===== src/rtl/rf_port_arbiter_if.sv =====
// Requester-side and register-file-side signals of the shared RF access port.
// The master modport belongs to the environment: the requesters plus the
// register file. The slave modport belongs to the arbiter.
interface rf_port_arbiter_if #(
    parameter int NREQ = 2,
    parameter int AW   = 5,
    parameter int DW   = 32
);
    logic [NREQ-1:0]    req;
    logic [NREQ-1:0]    req_we;
    logic [NREQ*AW-1:0] req_rs;
    logic [NREQ*AW-1:0] req_rt;
    logic [NREQ*AW-1:0] req_rd;
    logic [NREQ*DW-1:0] req_wdata;
    logic [NREQ-1:0]    gnt;
    logic [NREQ-1:0]    ack;
    logic [DW-1:0]      rdata_a;
    logic [DW-1:0]      rdata_b;
    logic               busy;
    logic [AW-1:0]      rf_rs;
    logic [AW-1:0]      rf_rt;
    logic [AW-1:0]      rf_rd;
    logic [DW-1:0]      rf_wdata;
    logic               rf_we;
    logic [DW-1:0]      rf_data_a;
    logic [DW-1:0]      rf_data_b;

    modport master (
        output req, req_we, req_rs, req_rt, req_rd, req_wdata,
        output rf_data_a, rf_data_b,
        input  gnt, ack, rdata_a, rdata_b, busy,
        input  rf_rs, rf_rt, rf_rd, rf_wdata, rf_we
    );

    modport slave (
        input  req, req_we, req_rs, req_rt, req_rd, req_wdata,
        input  rf_data_a, rf_data_b,
        output gnt, ack, rdata_a, rdata_b, busy,
        output rf_rs, rf_rt, rf_rd, rf_wdata, rf_we
    );
endinterface


===== src/rtl/rf_port_arbiter.sv =====
// Round-robin arbiter sharing the register file's single access port.
// Each granted transaction runs READ -> WRITE -> DONE, so reads always see
// pre-write contents. Writes to register 0 are suppressed.
module rf_port_arbiter #(
    parameter int NREQ = 2,
    parameter int AW   = 5,
    parameter int DW   = 32
) (
    input logic               clk,
    input logic               rst,
    rf_port_arbiter_if.slave  bus
);
    localparam int          IW = (NREQ > 1) ? $clog2(NREQ) : 1;
    localparam int unsigned NR = NREQ;

    typedef enum logic [1:0] {IDLE, READ, WRITE, DONE} state_t;

    state_t state;
    state_t state_nxt;

    logic [IW-1:0]   rr_ptr;
    logic [IW-1:0]   owner;
    logic [IW-1:0]   pick;
    logic [IW-1:0]   cand;
    logic            found;
    logic [NREQ-1:0] pick_onehot;

    logic [AW-1:0]   sel_rs;
    logic [AW-1:0]   sel_rt;
    logic [AW-1:0]   sel_rd;
    logic [DW-1:0]   sel_wdata;
    logic            sel_we;

    logic [AW-1:0]   t_rd;
    logic [DW-1:0]   t_wdata;
    logic            t_we;

    // Round-robin search: first requester at or after rr_ptr, wrapping.
    always_comb begin
        found = 1'b0;
        pick  = '0;
        cand  = '0;
        for (int unsigned k = 0; k < NR; k++) begin
            cand = IW'((32'(rr_ptr) + k) % NR);
            if (!found && bus.req[cand]) begin
                found = 1'b1;
                pick  = cand;
            end
        end
    end

    // Select the chosen requester's fields and one-hot grant.
    always_comb begin
        pick_onehot = '0;
        sel_rs      = '0;
        sel_rt      = '0;
        sel_rd      = '0;
        sel_wdata   = '0;
        sel_we      = 1'b0;
        for (int unsigned k = 0; k < NR; k++) begin
            if (IW'(k) == pick) begin
                pick_onehot[k] = 1'b1;
                sel_rs         = bus.req_rs[k*AW +: AW];
                sel_rt         = bus.req_rt[k*AW +: AW];
                sel_rd         = bus.req_rd[k*AW +: AW];
                sel_wdata      = bus.req_wdata[k*DW +: DW];
                sel_we         = bus.req_we[k];
            end
        end
    end

    // State register.
    always_ff @(posedge clk or negedge rst) begin
        if (!rst) begin
            state <= IDLE;
        end else begin
            state <= state_nxt;
        end
    end

    // Next-state logic: one step per cycle once granted, no stalls.
    always_comb begin
        state_nxt = state;
        unique case (state)
            IDLE:    if (found) state_nxt = READ;
            READ:    state_nxt = WRITE;
            WRITE:   state_nxt = DONE;
            DONE:    state_nxt = IDLE;
            default: state_nxt = IDLE;
        endcase
    end

    assign bus.busy = (state != IDLE);

    // Transaction datapath. The read addresses go straight into the rf_rs/rf_rt
    // registers at grant, so they are already the latched values during READ.
    always_ff @(posedge clk or negedge rst) begin
        if (!rst) begin
            bus.gnt      <= '0;
            bus.ack      <= '0;
            bus.rdata_a  <= '0;
            bus.rdata_b  <= '0;
            bus.rf_rs    <= '0;
            bus.rf_rt    <= '0;
            bus.rf_rd    <= '0;
            bus.rf_wdata <= '0;
            bus.rf_we    <= 1'b0;
            rr_ptr       <= '0;
            owner        <= '0;
            t_rd         <= '0;
            t_wdata      <= '0;
            t_we         <= 1'b0;
        end else begin
            unique case (state)
                IDLE: begin
                    if (found) begin
                        bus.gnt   <= pick_onehot;
                        owner     <= pick;
                        bus.rf_rs <= sel_rs;
                        bus.rf_rt <= sel_rt;
                        t_rd      <= sel_rd;
                        t_wdata   <= sel_wdata;
                        t_we      <= sel_we;
                    end
                end
                READ: begin
                    bus.rdata_a  <= bus.rf_data_a;
                    bus.rdata_b  <= bus.rf_data_b;
                    bus.rf_rd    <= t_rd;
                    bus.rf_wdata <= t_wdata;
                    bus.rf_we    <= t_we && (t_rd != '0);
                end
                WRITE: begin
                    bus.rf_we <= 1'b0;
                    bus.ack   <= bus.gnt;
                end
                DONE: begin
                    bus.ack <= '0;
                    bus.gnt <= '0;
                    rr_ptr  <= (owner == IW'(NREQ - 1)) ? '0 : owner + 1'b1;
                end
                default: ;
            endcase
        end
    end
endmodule


===== src/flat_wrapper.sv =====
// flat-port wrapper written by rule: the top's interface ports become plain ports
module rf_port_arbiter_flat 
#(
    parameter int NREQ = 2,
    parameter int AW   = 5,
    parameter int DW   = 32
)
  (clk, rst, bus_req, bus_req_we, bus_req_rs, bus_req_rt, bus_req_rd, bus_req_wdata, bus_rf_data_a, bus_rf_data_b, bus_gnt, bus_ack, bus_rdata_a, bus_rdata_b, bus_busy, bus_rf_rs, bus_rf_rt, bus_rf_rd, bus_rf_wdata, bus_rf_we);
  rf_port_arbiter_if #(.NREQ(NREQ), .AW(AW), .DW(DW)) bus_i ();
  input logic clk;
  input logic rst;
  input wire logic [$bits(bus_i.req)-1:0] bus_req;
  input wire logic [$bits(bus_i.req_we)-1:0] bus_req_we;
  input wire logic [$bits(bus_i.req_rs)-1:0] bus_req_rs;
  input wire logic [$bits(bus_i.req_rt)-1:0] bus_req_rt;
  input wire logic [$bits(bus_i.req_rd)-1:0] bus_req_rd;
  input wire logic [$bits(bus_i.req_wdata)-1:0] bus_req_wdata;
  input wire logic [$bits(bus_i.rf_data_a)-1:0] bus_rf_data_a;
  input wire logic [$bits(bus_i.rf_data_b)-1:0] bus_rf_data_b;
  output wire logic [$bits(bus_i.gnt)-1:0] bus_gnt;
  output wire logic [$bits(bus_i.ack)-1:0] bus_ack;
  output wire logic [$bits(bus_i.rdata_a)-1:0] bus_rdata_a;
  output wire logic [$bits(bus_i.rdata_b)-1:0] bus_rdata_b;
  output wire logic [$bits(bus_i.busy)-1:0] bus_busy;
  output wire logic [$bits(bus_i.rf_rs)-1:0] bus_rf_rs;
  output wire logic [$bits(bus_i.rf_rt)-1:0] bus_rf_rt;
  output wire logic [$bits(bus_i.rf_rd)-1:0] bus_rf_rd;
  output wire logic [$bits(bus_i.rf_wdata)-1:0] bus_rf_wdata;
  output wire logic [$bits(bus_i.rf_we)-1:0] bus_rf_we;
  assign bus_i.req = bus_req;
  assign bus_i.req_we = bus_req_we;
  assign bus_i.req_rs = bus_req_rs;
  assign bus_i.req_rt = bus_req_rt;
  assign bus_i.req_rd = bus_req_rd;
  assign bus_i.req_wdata = bus_req_wdata;
  assign bus_i.rf_data_a = bus_rf_data_a;
  assign bus_i.rf_data_b = bus_rf_data_b;
  assign bus_gnt = bus_i.gnt;
  assign bus_ack = bus_i.ack;
  assign bus_rdata_a = bus_i.rdata_a;
  assign bus_rdata_b = bus_i.rdata_b;
  assign bus_busy = bus_i.busy;
  assign bus_rf_rs = bus_i.rf_rs;
  assign bus_rf_rt = bus_i.rf_rt;
  assign bus_rf_rd = bus_i.rf_rd;
  assign bus_rf_wdata = bus_i.rf_wdata;
  assign bus_rf_we = bus_i.rf_we;
  rf_port_arbiter #(.NREQ(NREQ), .AW(AW), .DW(DW)) u_core (.clk(clk), .rst(rst), .bus(bus_i));
endmodule

===== config.mk =====
export PLATFORM = sky130hd
export DESIGN_NAME = rf_port_arbiter_flat
export DESIGN_NICKNAME = d
export VERILOG_FILES = /design/src/rtl/rf_port_arbiter_if.sv /design/src/rtl/rf_port_arbiter.sv /design/src/flat_wrapper.sv
export SDC_FILE = /design/constraint.sdc
export NUM_CORES = 1
export LEC_CHECK = 0
export BUFFER_PORTS_ARGS = -buffer_cell sky130_fd_sc_hd__buf_2
export CORE_MARGIN = 2
export CORE_UTILIZATION = 44
export DETAILED_ROUTE_END_ITERATION = 7
export GPL_TIMING_DRIVEN = 0
export HOLD_SLACK_MARGIN = 0.12
export PLACE_DENSITY = 0.87
export SYNTH_ARGS = -nofsm -noshare
export SYNTH_HDL_FRONTEND = slang
export SYNTH_SLANG_ARGS = --single-unit
export TNS_END_PERCENT = 20

===== constraint.sdc =====
create_clock -name clk -period 1.82 [get_ports clk]
set_clock_uncertainty 0.2 [all_clocks]
set_input_delay 0.273 -clock clk [delete_from_list [all_inputs] [get_ports clk]]
set_output_delay 0.273 -clock clk [all_outputs]
set_load 0.01 [all_outputs]

==> results.py <==
metrics = {
    "outcome": {
        "outcome": "complete, no violations",
    },
    "floorplanning": {
        "die-area_um2": 16400,
        "die_x_um": 128,
        "die_y_um": 128,
        "core_area_um2": 15100,
        "num_rows": 45,
        "pin_count": 281,
        "start_util": 0.449,
    },
    "pwr": {
        "swShare": 0.360,
        "power_frac_clock": 0.194,
        "ir_worst_vdd_mv": 0.755,
        "p_total_mw": 17.4,
        "switchingPower_mw": 6.28,
        "combPwrFrac": 0.443,
        "intPower_mw": 11.1,
        "power_frac_seq": 0.364,
        "p_leak_nw": 4.88,
        "cellPowerDensity_nw_per_um2": 1620,
    },
    "finish": {
        "ff_latch_area_um2": 3950,
        "final_area_um2": 10700,
        "fill_cells": 988,
        "finalNonFillerCells": 1200,
        "areaGrowthSynthToFinish_pct": 58.7,
        "layout.nets": 1168,
        "multi_input_area_um2": 2550,
        "drive_gt1_frac": 0.487,
        "fin_util": 0.712,
    },
    "timing": {
        "max_freq_ghz": 0.559,
        "period_needed_ps": 1790,
        "tns_ps": 0,
        "hold_ws_ps": 236,
        "period_share": 0.984,
        "worst_pin_slew_ps": 669,
        "grt_setup_unrepaired": "no",
        "final-hold-violation-count": 0,
        "layout_setup_ws_ps": 29.9,
        "finalSetupViolCount": 0,
        "slew_headroom": 0.554,
        "drv_slew": 0,
    },
    "global_routing": {
        "grt_max_degree": 87,
        "antenna_found_initial": 1,
        "grt_pass1_wl_um": 36300,
        "grt_pass1_vias": 6894,
        "track_usage": 0.289,
        "grt_overflow": 0,
    },
    "placement": {
        "finalWeightedCongestion": 0.829,
        "dpl_worst_slack_ps": -198,
        "port_buffers": 279,
        "place_inst": 1002,
        "dp_hpwl_um": 13300,
        "post_dp_cell_area_um2": 8430,
    },
    "route": {
        "num_vias": 6369,
        "drc": 0,
        "drtIter0Drc": 289,
        "routedWlPerCell_um": 19.4,
        "drt-total-wl_um": 23200,
        "viasPerCell": 5.31,
        "first_pass_iters": 7,
        "route.antenna.remaining_nets": 0,
    },
    "flow_run": {
        "cap_violations": 0,
    },
    "cts": {
        "cts.htree.levels": 4,
        "cts-buffers-inserted": 17,
        "clock_latency_ps": 410,
        "clk_path_buf_depth": 2,
        "cts-root-buf": "clkbuf_16",
        "clk_pin_slew_ps": 70,
        "cts_tree": "built",
        "clock-sinks": 158,
    },
    "yosys": {
        "synth_mux_area_frac": 0.173,
        "synth_compound_area_frac": 0.116,
        "synth.largest_area_cell": "dfrtp_1",
        "ys_seq_area_frac": 0.584,
        "yosysUniqueCellTypes": 26,
        "syn_area_um2": 6770,
        "synthTopCellsByArea": "dfrtp_1, mux2_2, a31oi_2",
        "synth_nets": 703,
        "ys_warn_count": 0,
        "ys_ff_latch": 158,
        "synth-adder-area-share": 0.00924,
        "synth_top_family_by_area": "multiplexers",
        "synth-simple-area-share": 0.0765,
        "synth.top_cell.area_share": 0.584,
        "synth_xor_area_frac": 0,
        "avgSynthCellArea_um2": 12.7,
        "syn_inst": 534,
    },
    "setup_path": {
        "r2r_setup_slack_ps": 60,
        "cp_data_required_time_ps": 1880,
        "cpLargestDelayFamily": "buffers and inverters",
        "cpPeakStageDelay_ps": 530,
        "start_kind": "primary input",
        "worst_r2r_endpoint": "u_core.t_wdata[5]",
        "r2r_cells": 7,
        "cp_slowest_cell": "dlygate4sd3_1",
        "worstPathArrival_ps": 1850,
        "critPathKind": "primary input to flop",
        "crit_fanout": 10,
        "cp-end-kind": "flop",
        "crit_top_cell": "buf_2",
        "cp_cell_sequence": "dlygate4sd3_1 -> buf_2 -> nor2b_4 -> buf_2 -> o21ai_0 -> a31oi_2",
        "reg2reg_from": "u_core.state[0]",
        "crit_buf_inv": 3,
    },
    "min_path": {
        "hold_path_class": "primary input to async pin",
    },
}
==> worst reg2reg max path: stages (launching register included) <==
cell	delay, ps
dfrtp_1	410
inv_2	110
ha_4	160
o21a_1	130
buf_6	130
buf_2	230
nor2_1	110
a31oi_2	190
==> routing by layer <==
layer | vias up | global-route usage | routed length, um
li1 | 2848 | - | -
met2 | 366 | 0.502 | 11900
met5 | - | 0 | 0
met4 | 0 | 0.160 | 1140
met1 | 3056 | 0.321 | 8420
met3 | 99 | 0.0789 | 1730
==> power groups by stage <==
stage,clock [mW],combinational (mW),sequential (mW)
4_1_cts,3.44,7.36,6.26
2_1_floorplan,0,3.83,6.82
5_1_grt,3.61,8.31,6.53
6_report,3.38,7.72,6.34
3_3_place_gp,0,6.76,6.22
3_5_place_dp,0,6.98,6.31
==> cell usage in the layout (no fill, tap or decap), types with 17 or more instances in the layout <==
cell type and n:
a31oi_1 18, a31oi_2 30, buf_2 295, buf_6 17
clkbuf_16 17, dfrtp_1 158, dlygate4sd3_1 163, mux2_2 102
nand3_1 49, nor2_1 53, o21ai_0 50
==> how the worst max path moves through the flow <==
stage / startpoint / to / depth (start not counted) / slack (ps)
floorplan: u_core.state[0] / u_core.state[1] / 4 / 70
global placement: rst / u_core.bus.rdata_b[10] / 1 / -2030
detailed placement: u_core.state[1] / u_core.bus.rf_wdata[18] / 5 / -200
CTS: u_core.state[1] / bus_busy / 4 / -60
global route: u_core.state[0] / u_core.t_wdata[5] / 7 / 0.08
finish: bus_req[0] / u_core.t_wdata[5] / 6 / 30
==> cell type report <==
| cell class | instances | share of cell area |
|---|---|---|
| sequential | 158 | 0.368 |
| timing repair buffer | 446 | 0.287 |
| multi-input combinational | 326 | 0.237 |
| clock buffer | 17 | 0.0396 |
| buffer | 43 | 0.0309 |
| tap | 188 | 0.0219 |
| clock inverter | 14 | 0.0126 |
| inverter | 7 | 0.00245 |
| antenna | 1 | 0.000233 |
==> registers in the layout (all words and copies together), names as in the netlist <==
register / cells
u_core.state: 2
u_core.bus.rf_wdata: 32
u_core.bus.gnt: 2
u_core.rr_ptr: 1
u_core.bus.rf_rd: 5
u_core.bus.rf_rt: 5
u_core.bus.rf_rs: 5
u_core.bus.rdata_a: 32
u_core.t_wdata: 32
u_core.t_rd: 5
u_core.bus.ack: 2
u_core.bus.rf_we: 1
u_core.owner: 1
u_core.bus.rdata_b: 32
u_core.t_we: 1
==> kinds of logic (layout without fill, tap and decap cells) <==
logic type      after synthesis  count (layout)
other cells                   0               1
buf+inv                      50             527
compound gates              104             104
flops                       158             158
fa+ha+maj                     5               5
simple gates                113             113
mux                         104             104
==> synth_stat cells, drive strengths merged <==
master,number
a21oi,2
a31oi,48
a32oi,1
buf,37
clkbuf,6
dfrtp,158
ha,5
inv,7
mux2,102
mux2i,2
nand2,3
nand2b,1
nand3,49
nor2,53
nor2b,3
nor3,1
nor3b,1
o21a,1
o21ai,50
o32ai,2
or4,2
==> what timing repair did <==
item	4_1_cts	5_1_grt
endpoints found under the hold margin	186	0
endpoints found under the setup margin	108	116
gates resized for setup	15	15
hold buffers	163	0
pin swaps	0	0
buffers inserted	0	3
Power figures use the tool's default switching activity.
